--- config.mk ---
export PLATFORM = sky130hd
export DESIGN_NAME = uart_tx_frame_arbiter_flat
export DESIGN_NICKNAME = d
export VERILOG_FILES = /design/src/rtl/uart_pkg.sv /design/src/rtl/uart_tx_frame_arbiter_if.sv /design/src/rtl/rr_arbiter.sv /design/src/rtl/uart_tx_frame_arbiter.sv /design/src/flat_wrapper.sv
export SDC_FILE = /design/constraint.sdc
export NUM_CORES = 1
export LEC_CHECK = 0
export BUFFER_PORTS_ARGS = -buffer_cell sky130_fd_sc_hd__buf_2
export CORE_MARGIN = 4
export CORE_UTILIZATION = 40
export CTS_CLUSTER_DIAMETER = 200
export DETAILED_ROUTE_END_ITERATION = 8
export PLACE_DENSITY = 0.69
export SLEW_MARGIN = 20
export SYNTH_ARGS = -nofsm -noshare
export SYNTH_HDL_FRONTEND = slang
export SYNTH_HIERARCHICAL = 1
export SYNTH_SLANG_ARGS = --single-unit
--- constraint.sdc ---
create_clock -name clk_100MHz -period 3.9 [get_ports clk_100MHz]
set_clock_uncertainty 0.05 [all_clocks]
set_input_delay 0.78 -clock clk_100MHz [delete_from_list [all_inputs] [get_ports clk_100MHz]]
set_output_delay 0.78 -clock clk_100MHz [all_outputs]
set_load 0.01 [all_outputs]
--- src/rtl/uart_pkg.sv ---
// Shared definitions for the UART transmit frame arbiter.
// Contents: default data/frame sizes, FSM state encoding, and width helpers.
package uart_pkg;

    localparam int UART_DBITS      = 8;
    localparam int UART_FRAME_SIZE = 4;

    typedef enum logic [2:0] {
        ST_IDLE  = 3'd0,
        ST_LOAD  = 3'd1,
        ST_START = 3'd2,
        ST_WAIT  = 3'd3,
        ST_NEXT  = 3'd4
    } state_t;

    // Ceiling log2; clog2(1) is 0.
    function automatic int clog2(input int value);
        int result;
        int remaining;
        result    = 32'sd0;
        remaining = value - 32'sd1;
        while (remaining > 32'sd0) begin
            result    = result + 32'sd1;
            remaining = remaining >>> 1;
        end
        return result;
    endfunction

    // Index width that never collapses to zero bits.
    function automatic int width_of(input int value);
        return (clog2(value) < 32'sd1) ? 32'sd1 : clog2(value);
    endfunction

endpackage

--- src/rtl/uart_tx_frame_arbiter_if.sv ---
// Byte handshake between the frame arbiter and the UART transmitter.
// Signals: tx_start (1-cycle start pulse), tx_data (byte, held until tx_done),
//          tx_done (1-cycle completion pulse from the transmitter).
// master = arbiter side, slave = transmitter side.
interface uart_tx_frame_arbiter_if
    import uart_pkg::*;
#(
    parameter int DW = UART_DBITS
);
    logic          tx_start;
    logic [DW-1:0] tx_data;
    logic          tx_done;

    modport master (output tx_start, output tx_data, input tx_done);
    modport slave  (input tx_start, input tx_data, output tx_done);
endinterface

--- src/rtl/rr_arbiter.sv ---
// Combinational round-robin picker.
// Ports: i_req (request vector), i_rr (search start index),
//        o_valid (any request set), o_index (first set bit at or after i_rr, wrapping).
module rr_arbiter
    import uart_pkg::*;
#(
    parameter  int N  = 2,
    localparam int IW = width_of(N)
) (
    input  logic [N-1:0]  i_req,
    input  logic [IW-1:0] i_rr,
    output logic          o_valid,
    output logic [IW-1:0] o_index
);

    // Scan from the farthest candidate back to i_rr so the nearest set bit wins.
    always_comb begin : pick
        int cand;
        o_valid = 1'b0;
        o_index = '0;
        cand    = 32'sd0;
        for (int k = N - 1; k >= 0; k--) begin
            cand    = int'(i_rr) + k;
            cand    = (cand >= N) ? (cand - N) : cand;
            o_valid = i_req[cand] ? 1'b1 : o_valid;
            o_index = i_req[cand] ? IW'(cand) : o_index;
        end
    end

endmodule

--- src/rtl/uart_tx_frame_arbiter.sv ---
// Shares one UART transmitter between NUM_REQ frame requesters.
// A granted frame is snapshotted and sent byte by byte over the tx handshake.
// Ports: clk_100MHz, reset_n (async, active low); req / req_frame (requests and
//        flattened frames, requester i in slice i, byte 0 in LSBs); grant,
//        frame_done, frame_err (1-cycle pulses); busy; owner (current/last owner);
//        tx (master side of the transmitter handshake).
module uart_tx_frame_arbiter
    import uart_pkg::*;
#(
    parameter int DBITS        = UART_DBITS,
    parameter int FRAME_SIZE   = UART_FRAME_SIZE,
    parameter int NUM_REQ      = 2,
    parameter int DONE_TIMEOUT = 2000000
) (
    input  logic                                clk_100MHz,
    input  logic                                reset_n,
    input  logic [NUM_REQ-1:0]                  req,
    input  logic [NUM_REQ*FRAME_SIZE*DBITS-1:0] req_frame,
    output logic [NUM_REQ-1:0]                  grant,
    output logic [NUM_REQ-1:0]                  frame_done,
    output logic                                frame_err,
    output logic                                busy,
    output logic [2:0]                          owner,
    uart_tx_frame_arbiter_if.master             tx
);

    localparam int FW = FRAME_SIZE * DBITS;
    localparam int IW = width_of(NUM_REQ);
    localparam int XW = width_of(FRAME_SIZE);
    localparam int TW = width_of(DONE_TIMEOUT + 1);
    localparam bit TMO_EN = (DONE_TIMEOUT != 0);
    // Loaded one short: the abort is registered, so frame_done lands DONE_TIMEOUT cycles after tx_start.
    localparam logic [TW-1:0]      TMO_LOAD     = TW'((DONE_TIMEOUT > 0) ? (DONE_TIMEOUT - 1) : 0);
    localparam logic [XW-1:0]      LAST_IDX     = XW'(FRAME_SIZE - 1);
    localparam logic [NUM_REQ-1:0] ONE_HOT_BASE = {{(NUM_REQ-1){1'b0}}, 1'b1};

    state_t             r_state, w_state_next;
    logic [IW-1:0]      r_owner, w_owner_next;
    logic [IW-1:0]      r_rr, w_rr_next, w_rr_after;
    logic [XW-1:0]      r_idx, w_idx_next;
    logic [FW-1:0]      r_buf, w_buf_next;
    logic [TW-1:0]      r_tmo, w_tmo_next;
    logic [NUM_REQ-1:0] r_grant, w_grant_next;
    logic [NUM_REQ-1:0] r_frame_done, w_done_next;
    logic               r_frame_err, w_err_next;
    logic               r_tx_start, w_start_next;
    logic [DBITS-1:0]   r_tx_data, w_tx_data_next;
    logic               r_busy, w_busy_next;
    logic               w_arb_valid;
    logic [IW-1:0]      w_arb_index;
    logic [NUM_REQ-1:0] w_owner_onehot;

    rr_arbiter #(.N(NUM_REQ)) u_rr_arbiter (
        .i_req   (req),
        .i_rr    (r_rr),
        .o_valid (w_arb_valid),
        .o_index (w_arb_index)
    );

    assign w_owner_onehot = ONE_HOT_BASE << r_owner;
    assign w_rr_after     = (int'(r_owner) == (NUM_REQ - 1)) ? '0 : (r_owner + IW'(1));

    // Next-state and next-output decode; pulses are decoded one cycle early so they register into the named state.
    always_comb begin
        w_state_next = r_state;
        w_owner_next = r_owner;
        w_rr_next    = r_rr;
        w_idx_next   = r_idx;
        w_buf_next   = r_buf;
        w_tmo_next   = r_tmo;
        w_grant_next = '0;
        w_done_next  = '0;
        w_err_next   = 1'b0;
        w_start_next = 1'b0;
        case (r_state)
            ST_IDLE: begin
                if (w_arb_valid) begin
                    w_owner_next = w_arb_index;
                    w_grant_next = ONE_HOT_BASE << w_arb_index;
                    w_state_next = ST_LOAD;
                end else begin
                    w_state_next = ST_IDLE;
                end
            end
            ST_LOAD: begin
                // The only cycle req_frame is looked at.
                w_buf_next   = req_frame[int'(r_owner) * FW +: FW];
                w_idx_next   = '0;
                w_start_next = 1'b1;
                w_state_next = ST_START;
            end
            ST_START: begin
                w_tmo_next   = TMO_LOAD;
                w_state_next = ST_WAIT;
            end
            ST_WAIT: begin
                if (tx.tx_done) begin
                    w_done_next  = (r_idx == LAST_IDX) ? w_owner_onehot : '0;
                    w_state_next = ST_NEXT;
                end else if (TMO_EN && (r_tmo <= TW'(1))) begin
                    w_done_next  = w_owner_onehot;
                    w_err_next   = 1'b1;
                    w_rr_next    = w_rr_after;
                    w_state_next = ST_IDLE;
                end else begin
                    w_tmo_next = r_tmo - TW'(1);
                end
            end
            ST_NEXT: begin
                if (r_idx == LAST_IDX) begin
                    w_rr_next    = w_rr_after;
                    w_state_next = ST_IDLE;
                end else begin
                    w_idx_next   = r_idx + XW'(1);
                    w_start_next = 1'b1;
                    w_state_next = ST_START;
                end
            end
            default: begin
                w_state_next = ST_IDLE;
            end
        endcase
    end

    assign w_tx_data_next = w_start_next ? w_buf_next[int'(w_idx_next) * DBITS +: DBITS] : r_tx_data;
    assign w_busy_next    = (w_state_next != ST_IDLE);

    // State, datapath and registered outputs.
    always_ff @(posedge clk_100MHz or negedge reset_n) begin
        if (!reset_n) begin
            r_state      <= ST_IDLE;
            r_owner      <= '0;
            r_rr         <= '0;
            r_idx        <= '0;
            r_buf        <= '0;
            r_tmo        <= '0;
            r_grant      <= '0;
            r_frame_done <= '0;
            r_frame_err  <= 1'b0;
            r_tx_start   <= 1'b0;
            r_tx_data    <= '0;
            r_busy       <= 1'b0;
        end else begin
            r_state      <= w_state_next;
            r_owner      <= w_owner_next;
            r_rr         <= w_rr_next;
            r_idx        <= w_idx_next;
            r_buf        <= w_buf_next;
            r_tmo        <= w_tmo_next;
            r_grant      <= w_grant_next;
            r_frame_done <= w_done_next;
            r_frame_err  <= w_err_next;
            r_tx_start   <= w_start_next;
            r_tx_data    <= w_tx_data_next;
            r_busy       <= w_busy_next;
        end
    end

    assign grant       = r_grant;
    assign frame_done  = r_frame_done;
    assign frame_err   = r_frame_err;
    assign busy        = r_busy;
    assign owner       = 3'(r_owner);
    assign tx.tx_start = r_tx_start;
    assign tx.tx_data  = r_tx_data;

endmodule

--- src/flat_wrapper.sv ---
// flat-port wrapper written by rule: the top's interface ports become plain ports
module uart_tx_frame_arbiter_flat import uart_pkg::*;
#(
    parameter int DBITS        = UART_DBITS,
    parameter int FRAME_SIZE   = UART_FRAME_SIZE,
    parameter int NUM_REQ      = 2,
    parameter int DONE_TIMEOUT = 2000000
)
  (clk_100MHz, reset_n, req, req_frame, grant, frame_done, frame_err, busy, owner, tx_tx_start, tx_tx_data, tx_tx_done);
  uart_tx_frame_arbiter_if #(.DW(8)) tx_i ();
  input  logic clk_100MHz;
  input  logic reset_n;
  input  logic [NUM_REQ-1:0] req;
  input  logic [NUM_REQ*FRAME_SIZE*DBITS-1:0] req_frame;
  output logic [NUM_REQ-1:0] grant;
  output logic [NUM_REQ-1:0] frame_done;
  output logic frame_err;
  output logic busy;
  output logic [2:0] owner;
  output wire logic [$bits(tx_i.tx_start)-1:0] tx_tx_start;
  output wire logic [$bits(tx_i.tx_data)-1:0] tx_tx_data;
  input wire logic [$bits(tx_i.tx_done)-1:0] tx_tx_done;
  assign tx_tx_start = tx_i.tx_start;
  assign tx_tx_data = tx_i.tx_data;
  assign tx_i.tx_done = tx_tx_done;
  uart_tx_frame_arbiter #(.DBITS(DBITS), .FRAME_SIZE(FRAME_SIZE), .NUM_REQ(NUM_REQ), .DONE_TIMEOUT(DONE_TIMEOUT)) u_core (.clk_100MHz(clk_100MHz), .reset_n(reset_n), .req(req), .req_frame(req_frame), .grant(grant), .frame_done(frame_done), .frame_err(frame_err), .busy(busy), .owner(owner), .tx(tx_i));
endmodule
[Word-level counts from Yosys, hierarchy flattened]
Index checks and enable logic that the tools add are counted.
Word-level totals
  bits in registers: 75
  output and inout bits: 18
  logic and storage cells: 82
Cells by class
  add/sub/neg operators: 6
  magnitude comparators: 5
  equality and inequality tests: 9
  shifts and indexed selects: 4
  muxes and demuxes: 39
  reductions and logical operators: 7
Operator list (number)
  two-way mux 32 bit: 3
  < comparator 32 x 3 -> 1 bit (second input constant): 2
  variable part select 64 x 7 -> 32 bit: 1
  two-way mux 21 bit: 2
  one-hot mux 21 bit (2 select lines): 1
  greater-or-equal comparator 32 x 3 -> 1 bit (second input constant): 1
  variable part select 32 x 6 -> 8 bit: 1
  subtractor 32 x 3 -> 32 bit (second input constant): 1
  <= comparator 21 x 1 -> 1 bit (second input constant): 1
  subtractor 21 x 1 -> 21 bit (second input constant): 1
  two-way mux 1 bit: 19
  two-way mux 2 bit: 8
  one-hot mux 3 bit (5 select lines): 1
  == test 3 x 2 -> 1 bit (second input constant): 2
  two-way mux 3 bit: 2
  != test 2 x 1 -> 1 bit (second input constant): 2
  != test 2 bit (second input constant): 2
  one-hot mux 1 bit (2 select lines): 2
  one-hot mux 2 bit (2 select lines): 1
  AND reduction 4 bit: 1
  nonzero test 2 bit: 2
  << shifter 1 x 1 -> 2 bit (first input constant): 2
  == test 3 x 1 -> 1 bit (second input constant): 1
  == test 3 bit (second input constant): 1
  other kinds (10): 10

[Longest topological paths before layout]
Gate-level depths: netlist (run 1).
  depth in word-level cells: 11
  depth in mapped cells: 8
  mapped depth without buffers: 7

[By module]
Netlist (run 1), hierarchy kept.
Modules (own cells, without submodules)
  uart_tx_frame_arbiter: times used 1, cells an instance 403, area an instance 3932.5 µm², seq. area each 1876.8 µm²
  rr_arbiter: times used 1, cells an instance 3, area an instance 17.5 µm², seq. area each 0.0 µm²

[Worst setup path after synthesis (run 1)]
OpenSTA, ideal clock, no wires.
  kind: input -> register
  start point: in tx_tx_done
  end point: reg u_core.r_tmo[11]
  arrival: 1915 ps
  required time: 3772 ps
  path slack: 1857 ps
  cell stages on the path: 5
  buffers on the path: 0
  cells stage by stage: and4bb_2 nand3_1 nor2_1 or4b_1 a21oi_1
On the way
  cells in the longest elaborated chain, start to end: 2
Ends and longest elaborated chain
  start, declared: RTL line flat_wrapper.sv:22  | input wire logic [$bits(tx_i.tx_done)-1:0] tx_tx_done;
  != test 2 bit (no line)
  AND reduction 3 bit (no line)
  end signal, assigned: RTL line uart_tx_frame_arbiter.sv:149  | r_tmo <= w_tmo_next;
  end, declared: RTL line uart_tx_frame_arbiter.sv:42  | logic [TW-1:0] r_tmo, w_tmo_next;
No other way between the ends.
A chain may end at the register's enable or synchronous reset.

[Worst setup path after layout (run 1)]
  start point: reg u_core.r_state[2]
  end point: reg u_core.r_tx_data[7], in the netlist u_core/tx.tx_data[7]
On the way
  cells in the longest elaborated chain, start to end: 3
Ends and longest elaborated chain
  start, declared: RTL line uart_tx_frame_arbiter.sv:37  | state_t r_state, w_state_next;
  start signal, assigned: RTL line uart_tx_frame_arbiter.sv:144  | r_state <= w_state_next;
  == test 3 bit or == test 3 x 1 -> 1 bit (tied branches): RTL line uart_tx_frame_arbiter.sv:75  | case (r_state)
  one-hot mux 2 bit (2 select lines) or two-way mux 32 bit (tied branches): RTL line uart_tx_frame_arbiter.sv:75
  variable part select 32 x 6 -> 8 bit: RTL line uart_tx_frame_arbiter.sv:125  | assign w_tx_data_next = w_start_next ? w_buf_next[int'(w_idx_next) * DBITS +: DBITS] : r_tx_data;
  end signal, assigned: RTL line uart_tx_frame_arbiter.sv:154  | r_tx_data <= w_tx_data_next;
  end, declared: RTL line uart_tx_frame_arbiter.sv:47  | logic [DBITS-1:0] r_tx_data, w_tx_data_next;
Several ways; a longest one is shown, not always the timed one.

==> metrics.cfg, run 1 <==
[die]
io-pin-count=87
std_cell_rows=36
initial_core_util=0.408
die_area_mm2=0.0115
die_h_um=107
die_x_um=107
core_mm2=0.00968

[synthesis]
yosysWarnings=6
synth_mux_area_frac=0.0957
synth_top_family_by_area=simple AND/OR/NAND/NOR gates
synth_edf_count=0
synth_common_cells=dfrtp_1, a21oi_1, nor2_1
syn_avg_cell_area_um2=9.73
synth.distinct_cells=62
ys.flop_type=dfrtp_1
synth.most_common_cell=dfrtp_1
synth_compound_area_frac=0.167
yosys.area.top_type_share=0.475
synthCells=406
yosysSeqAreaShare=0.475
synth_xor_area_frac=0.00665
synth_fa_ha_area_frac=0.00634
synth_seq_cells=75
synthArstFlopShare=1.00
synth_top_area_cell=dfrtp_1
netlist_area_mm2=0.00395
synth-simple-area-share=0.206
synth_area_leaders=dfrtp_1, mux2i_1, a21oi_1, nor2_1, nand2_1

[power]
ir_worst_vdd_uv=278
p_sw_frac=0.393
combinationalPowerShare=0.384
p_seq_frac=0.412
clkPwrFrac=0.204
p_int_mw=1.87
switchingPower_mw=1.21
power_density_mw_per_mm2=663
p_leak_nw=2.00

[cts]
cts.htree.levels=3
clk_pin_slew_ns=0.08
tritoncts=built
holdBufCountCts=0
cts_inserted_buffers=9
clk_latency_ns=0.34
cts_max_path_buffers=2
cts-root-buf=clkbuf_8
cts_sinks=75
post_cts_buffers=0
cts_resized=0

[layout]
syn_to_final_growth_pct=17.6
layout-drive-gt1-share=0.247
final_nets=548
finalNonFillerCells=615
antenna_cells=0
n_fill_cell=940

[route]
wl_per_cell_um=14.6
dr.pass1.iters=4
wl_met2_mm=4.23
drt-initial-drc-count=117
wl_mm=8.96
wl_met1_mm=4.15
viasPerCell=5.33
routed.top_layer=met4
met3_length_um=477
drc=0
drtAntennaViolNets=0
vias=3275

[worst_setup_path]
path_max_fanout=15
critPathArrivalTime_ns=2.84
r2r-start=u_core/r_state[2]
r2r-end=u_core/tx.tx_data[7]
critical_path_required_ns=4.13
critPathLaunchType=flop
endpoint_kind=flop
reg2regPathDepth=5
worstSetupPathType=flop to flop
r2r_slack_ns=1.29

[timing]
fin_setup_tns_ns=0
finalHoldViolCount=0
tightest_slew_ns=1.16
relSlewSlack=0.224
min_period_ns=2.61
rsz0062_at_grt=false
fmax_mhz=384
setup_viol=0
min_period_over_period=0.668
maxSlewViolCount=0

[hold_path]
min_to=u_core/r_buf[0]
hp-class=flop to flop
holdCritStartpoint=u_core/r_buf[0]
hold_depth=2

[run]
drv_cap=0

[placed_design]
dp_hpwl_mm=6.25
gp_congestion=0.854
portBuffers=84
dpl.cell_count=599

[global_route]
gr-total-overflow=0
grt_pass1_vias=3099
track_usage=0.162
antenna_found_initial=0
grt_max_degree=76
grt_pass1_wl_mm=14.9

[outcome]
status=completed

==> how the worst max path moves through the flow <==
stage                                  from                   end  slack (ns)  cells past startpoint
final                     u_core/r_state[2]  u_core/tx.tx_data[7]        1.29                      5
after global routing      u_core/r_state[2]  u_core/tx.tx_data[3]        1.19                      5
after CTS                 u_core/r_state[2]  u_core/tx.tx_data[7]        1.35                      5
after detailed placement  u_core/r_state[2]  u_core/tx.tx_data[7]        1.36                      5
after global placement    u_core/r_state[2]  u_core/tx.tx_data[3]        1.48                      5
after floorplan                  tx_tx_done      u_core/r_tmo[11]        1.86                      5
==> metrics by stage <==
| stage | hold slack [ns] | cell area, um2 | power, mW | util | worst slack [ns] |
|---|---|---|---|---|---|
| floorplan | 0.396 | 3950 | 2.16 | - | 1.86 |
| global placement | 0.417 | 4430 | 2.44 | 0.458 | 1.48 |
| detailed placement | 0.423 | 4430 | 2.48 | 0.458 | 1.36 |
| CTS | 0.445 | 4640 | 3.11 | 0.480 | 1.35 |
| global route | 0.456 | 4640 | 3.33 | 0.480 | 1.19 |
| finish | 0.447 | 4640 | 3.08 | 0.480 | 1.29 |
==> flip-flops by register name (all words and copies together), names as in the netlist <==
| register | count |
|---|---|
| u_core/frame_err | 1 |
| u_core/r_state | 3 |
| u_core/r_tmo | 21 |
| u_core/r_rr | 1 |
| u_core/frame_done | 2 |
| u_core/r_owner | 1 |
| u_core/tx.tx_start | 1 |
| u_core/r_buf | 32 |
| u_core/tx.tx_data | 8 |
| u_core/busy | 1 |
| u_core/r_idx | 2 |
| u_core/grant | 2 |
==> power groups by stage <==
stage / clock network (mW) / logic [mW] / registers [mW]
global placement: 0 / 1.16 / 1.28
CTS: 0.643 / 1.20 / 1.27
finish: 0.627 / 1.18 / 1.27
floorplan: 0 / 0.999 / 1.16
detailed placement: 0 / 1.19 / 1.28
global route: 0.686 / 1.34 / 1.31
==> critical path, cell delays in order, from the launching register on <==
cell     delay, ns
dfrtp_1       0.60
or3b_4        0.46
o22ai_1       0.84
o21ai_0       0.17
a31oi_1       0.27
a221o_1       0.15
==> cell type report <==
cell class	count	area, um2	area share
clock buffer	11	151	0.0326
clock inverter	5	60.1	0.0129
inverter	10	37.5	0.00808
multi-input combinational	296	1920	0.414
sequential	75	1880	0.404
tap	133	166	0.0358
timing repair buffer	85	430	0.0927
==> logic make-up (layout without fill, tap and decap cells) <==
kind of cell	count (synthesis)	count (layout)
simple gates	150	150
compound gates	102	102
flops	75	75
mux	37	37
buf+inv	36	111
xor+xnor	3	3
fa+ha+maj	2	2
other cells	1	2
==> layer usage <==
metal / track usage / vias to the layer above
met5: 0 / -
met1: 0.224 / 1558
met4: 0.0559 / 0
li1: - / 1617
met3: 0.0318 / 10
met2: 0.253 / 90
==> cells in the final DEF (no fill, tap or decap), types with 2 or more instances in the layout <==
cell type / Yosys / final
buf_2: 5 / 83
dfrtp_1: 75 / 74
a21oi_1: 40 / 40
nor2_1: 37 / 37
mux2i_1: 34 / 34
nand2_1: 28 / 28
nor3_1: 18 / 18
nand3_1: 16 / 16
clkbuf_8: 0 / 11
o21ai_0: 11 / 11
a31oi_1: 10 / 10
inv_1: 9 / 9
a221o_1: 8 / 8
o21a_1: 7 / 7
nand2b_1: 6 / 6
or4_1: 5 / 5
or3_1: 5 / 5
a211oi_1: 5 / 5
a21o_1: 4 / 4
and3_1: 4 / 4
nand4_1: 4 / 4
nand3b_1: 3 / 3
nor4_1: 3 / 3
nor3b_1: 4 / 3
xor2_1: 3 / 3
o31ai_1: 3 / 3
buf_4: 5 / 2
mux2_2: 2 / 2
nor2b_1: 2 / 2
and2_1: 2 / 2
and4_1: 2 / 2
ha_1: 2 / 2
conb_1: 1 / 2
(Power assumes the default switching activity.)
==> inputs of run 2 (changes only) <==
- clock period: 3.9 -> 2.4 ns (I/O delays scaled with it)
==> metrics.cfg, run 2 (synthesis gave the netlist of run 1 again) <==
[placed_design]
pre_cts_ws_ns=0.212  ; was 1.36 ns
gp_congestion=0.878  ; was 0.854
dp_hpwl_mm=6.45  ; was 6.25 mm
portBuffers=84  ; unchanged

[layout]
layout-drive-gt1-share=0.266  ; was 0.247
n_fill_cell=911  ; was 940
final_cell_mix=buf_2, dfrtp_1, a21oi_1  ; unchanged
largest_reg_flops=32  ; unchanged
antenna_cells=0  ; unchanged
regMostFlops=u_core/r_buf  ; unchanged
syn_to_final_growth_pct=21.1  ; was 17.6%
final_common_cell=buf_2  ; unchanged
final_nets=562  ; was 548

[worst_setup_path]
worstSetupPathType=flop to flop  ; unchanged
critPathArrivalTime_ns=2.39  ; was 2.84 ns
critPathLaunchType=flop  ; unchanged
setup.worst_path.start=u_core/r_state[2]  ; unchanged
r2r-start=u_core/r_state[2]  ; unchanged
endpoint_kind=flop  ; unchanged
critical_path_required_ns=2.59  ; was 4.13 ns
path_max_fanout=12  ; was 15

[global_route]
grt_pass1_vias=3069  ; was 3099
track_usage=0.159  ; was 0.162
gr-total-overflow=0  ; unchanged
antenna_found_initial=0  ; unchanged
grt_max_degree=64  ; was 76
grt_pass1_wl_mm=14.7  ; was 14.9 mm

[cts]
cts_max_path_buffers=2  ; unchanged
clk_pin_slew_ns=0.08  ; about the same
cts_inserted_buffers=9  ; unchanged
holdBufCountCts=0  ; unchanged
clk_latency_ns=0.36  ; was 0.34 ns
cts_sinks=75  ; unchanged
tritoncts=built  ; unchanged
cts_resized=0  ; unchanged
cts.htree.levels=3  ; unchanged
post_cts_buffers=0  ; unchanged
cts-root-buf=clkbuf_8  ; unchanged

[route]
vias=3283  ; was 3275
drt-initial-drc-count=133  ; was 117
wl_per_cell_um=14.5  ; was 14.6 um
dr.pass1.iters=5  ; was 4
drc=0  ; unchanged
viasPerCell=5.22  ; was 5.33
wl_mm=9.10  ; was 8.96 mm
drtAntennaViolNets=0  ; unchanged

[power]
power_density_mw_per_mm2=1080  ; was 663 mW/mm2
p_leak_nw=2.08  ; was 2.00 nW
ir_worst_vdd_uv=575  ; was 278 uV

[timing]
tightest_slew_ns=0.544  ; was 1.16 ns
setup_slack_ns=0.202  ; was 1.29 ns
maxSlewViolCount=0  ; unchanged
fmax_mhz=455  ; was 384 MHz
setup_viol=0  ; unchanged
fin_setup_tns_ns=0  ; unchanged
rsz0062_at_grt=false  ; unchanged
relSlewSlack=0.637  ; was 0.224
min_period_over_period=0.916  ; was 0.668
finalHoldViolCount=0  ; unchanged
min_period_ns=2.20  ; was 2.61 ns

[run]
drv_cap=0  ; unchanged

[die]
std_cell_rows=36  ; unchanged
die_area_mm2=0.0115  ; unchanged
die_h_um=107  ; unchanged
core_mm2=0.00968  ; unchanged
die_x_um=107  ; unchanged
initial_core_util=0.408  ; unchanged
io-pin-count=87  ; unchanged

[hold_path]
hp-class=input pin to async pin  ; was flop to flop

[outcome]
status=completed  ; unchanged

-- run 2: path summary, 6_finish.rpt --
check / slack (ns) / to / cells after the start
setup / recovery: 0.20 / u_core/tx.tx_data[0] / 6
hold / removal: 0.03 / u_core/frame_done[0] / 1
setup reg to reg: 0.20 / u_core/tx.tx_data[0] / 6
hold reg to reg: 0.44 / u_core/r_buf[6] / 1
max in group asynchronous: 1.69 / u_core/r_tmo[1] / 2
min in group clk_100MHz: 0.36 / u_core/grant[1] / 4
-- run 2: cell type report --
class                           count  area [um2]  share of cell area
Clock buffer                        9         124              0.0259
Clock inverter                      7         101              0.0212
Inverter                           10        37.5             0.00785
Multi-Input combinational cell    296        1920               0.400
Sequential cell                    75        1880               0.393
Tap cell                          133         166              0.0348
Timing Repair Buffer               99         561               0.117
-- run 2: power by group --
part           switching, mW  internal, mW
clock                  0.507         0.592
combinational           1.18         0.913
sequential             0.319          1.67
total                   2.01          3.18
-- run 2: routing by layer --
metal,global-route usage,up-vias,routed length [um]
li1,-,1652,-
met1,0.213,1508,4150
met2,0.249,112,4240
met3,0.0462,11,596
met4,0.0478,0,102
met5,0,-,0
-- run 2: worst max-delay path, cell delays in order (launching register included) --
cell and delay (ns):
dfrtp_1 0.54, or3b_4 0.46, o22a_1 0.27, nand2_8 0.13, inv_2 0.05, mux2_4 0.28
a221o_1 0.31
-- run 2: per-stage QoR --
step / std cells / cell area (um2) / utilization / power (mW) / hold WS, ns
after floorplan: 407 / 3950 / - / 3.51 / 0.134
after global placement: 613 / 4560 / 0.471 / 4.06 / 0.417
after detailed placement: 613 / 4560 / 0.471 / 4.12 / 0.424
after CTS: 629 / 4780 / 0.494 / 5.23 / 0.0416
after global routing: 629 / 4780 / 0.494 / 5.55 / 0.0476
final: 629 / 4780 / 0.494 / 5.18 / 0.0268
==> inputs of run 3 (changes only) <==
- CTS_CLUSTER_DIAMETER: 200 -> 30
- GPL_TIMING_DRIVEN: not set -> 0
==> metrics.cfg, run 3 (synthesis gave the netlist of run 1 again) <==
[outcome]
status=completed  ; unchanged

[die]
die_h_um=107  ; unchanged
die_x_um=107  ; unchanged
die_area_mm2=0.0115  ; unchanged
core_mm2=0.00968  ; unchanged
std_cell_rows=36  ; unchanged
io-pin-count=87  ; unchanged
initial_core_util=0.408  ; unchanged

[layout]
final_nets=573  ; was 562
regMostFlops=u_core/r_buf  ; unchanged
layout-drive-gt1-share=0.260  ; was 0.266
largest_reg_flops=32  ; unchanged
fin_area_mm2=0.00479  ; was 0.00478 mm2
final_cell_mix=buf_2, dfrtp_1, a21oi_1  ; unchanged
final_common_cell=buf_2  ; unchanged
finalNonFillerCells=640  ; was 629
fin_util=0.495  ; was 0.494
n_fill_cell=946  ; was 911
antenna_cells=0  ; unchanged
syn_to_final_growth_pct=21.3  ; was 21.1%

[global_route]
grt_pass1_vias=3436  ; was 3069
grt_pass1_wl_mm=16.5  ; was 14.7 mm
top_usage_layer=met2  ; unchanged
grtUsageMet3=0.0432  ; was 0.0462
antenna_found_initial=0  ; unchanged
use_met1=0.248  ; was 0.213
track_usage=0.178  ; was 0.159
grt_max_degree=42  ; was 64
met2_usage=0.282  ; was 0.249
gr-total-overflow=0  ; unchanged

[cts]
cts-root-buf=clkbuf_8  ; unchanged
cts_inserted_buffers=9  ; unchanged
clk_latency_ns=0.35  ; was 0.36 ns
clk_pin_slew_ns=0.08  ; about the same
cts_max_path_buffers=2  ; unchanged
post_cts_buffers=0  ; unchanged
tritoncts=built  ; unchanged
holdBufCountCts=0  ; unchanged
cts_sinks=75  ; unchanged
cts.htree.levels=3  ; unchanged

[worst_setup_path]
critPathMaxStageDelay_ns=0.45  ; was 0.54 ns
cp_cell_sequence=buf_4 -> nor3b_4 -> clkbuf_1 -> buf_1 -> a21oi_1  ; was or3b_4 -> o22a_1 -> nand2_8 -> inv_2 -> mux2_4 -> a221o_1
critical_path_required_ns=2.57  ; was 2.59 ns
critPathArrivalTime_ns=2.39  ; about the same
cp_num_buf_inv=3  ; was 1
crit_family=buffers and inverters  ; was simple AND/OR/NAND/NOR gates
worstSetupPathType=flop to flop  ; unchanged
endpoint_kind=flop  ; unchanged
path_max_fanout=10  ; was 12
critPathLaunchType=flop  ; unchanged
slowest_stage=nor3b_4  ; was dfrtp_1

[route]
dr.pass1.iters=5  ; unchanged
vias=3468  ; was 3283
viasPerCell=5.42  ; was 5.22
drc=0  ; unchanged
wl_mm=9.88  ; was 9.10 mm
drt-initial-drc-count=170  ; was 133
wl_per_cell_um=15.4  ; was 14.5 um
drtAntennaViolNets=0  ; unchanged

[timing]
fmax_mhz=449  ; was 455 MHz
tightest_slew_ns=0.842  ; was 0.544 ns
rsz0062_at_grt=true  ; was false
maxSlewViolCount=0  ; unchanged
min_period_over_period=0.928  ; was 0.916
setup_viol=0  ; unchanged
relSlewSlack=0.439  ; was 0.637
finalHoldViolCount=0  ; unchanged
min_period_ns=2.23  ; was 2.20 ns

[placed_design]
portBuffers=84  ; unchanged
dp_hpwl_mm=7.21  ; was 6.45 mm
dpl.cell_count=625  ; was 613
gp_congestion=0.832  ; was 0.878
dpl_cell_area_mm2=0.00456  ; about the same

[hold_path]
hp-class=input pin to async pin  ; unchanged

[power]
total_power_mw=5.29  ; was 5.18 mW
p_leak_nw=2.08  ; about the same
ir_worst_vdd_uv=638  ; was 575 uV
power_density_mw_per_mm2=1100  ; was 1080 mW/mm2

[run]
drv_cap=0  ; unchanged

## run 3: final timing paths
kind / start / end / slack (ns) / cells after the start
min reg2reg: u_core/r_buf[4] / u_core/r_buf[4] / 0.44 / 1
min: reset_n / u_core/busy / 0.03 / 1
max reg2reg: u_core/r_state[2] / u_core/r_buf[22] / 0.17 / 5
max: u_core/r_state[2] / u_core/r_buf[22] / 0.17 / 5
max in group asynchronous: reset_n / u_core/tx.tx_start / 1.68 / 2
min in group clk_100MHz: req_frame[17] / u_core/r_buf[17] / 0.37 / 3
## run 3: worst reg2reg max path: stages, from the launching register on
cell and delay, ns:
dfrtp_1 0.42, buf_4 0.19, nor3b_4 0.45, clkbuf_1 0.44, buf_1 0.42, a21oi_1 0.13
## run 3: repair_timing
action / in CTS / in global routing
pin swaps: 0 / 1
gates resized for setup: 1 / 5
hold endpoints to repair: 0 / 0
setup endpoints to repair: 6 / 19
## run 3: area by class of cell
cell class                 count  area [um2]  share of cell area
buffer                        25         130              0.0272
tap                          133         166              0.0347
inverter                      10        37.5             0.00783
clock buffer                   9         124              0.0258
sequential                    75        1880               0.392
clock inverter                 7        92.6              0.0193
multi-input combinational    296        1920               0.401
timing repair buffer          85         443              0.0924
## run 3: layer usage
| layer | vias to the layer above | wire length (um) |
|---|---|---|
| met2 | 129 | 4740 |
| met1 | 1657 | 4380 |
| met3 | 10 | 662 |
| met5 | - | 0 |
| met4 | 0 | 93 |
| li1 | 1672 | - |
## run 3: stage by stage
| stage | TNS [ns] | hold WS, ns | setup slack (ns) |
|---|---|---|---|
| final | 0 | 0.0273 | 0.174 |
| after global routing | -0.0404 | 0.0496 | -0.0194 |
| after CTS | 0 | 0.0409 | 0.0883 |
| after detailed placement | -0.0219 | 0.419 | -0.0216 |
| after global placement | 0 | 0.408 | 0.0283 |
| after floorplan | 0 | 0.134 | 0.403 |
## run 3: power by group
part	switching, mW	internal (mW)	leakage, nW	total [mW]
Clock	0.488	0.581	0.101	1.07
Sequential	0.211	1.67	0.853	1.88
Combinational	1.41	0.929	1.13	2.34
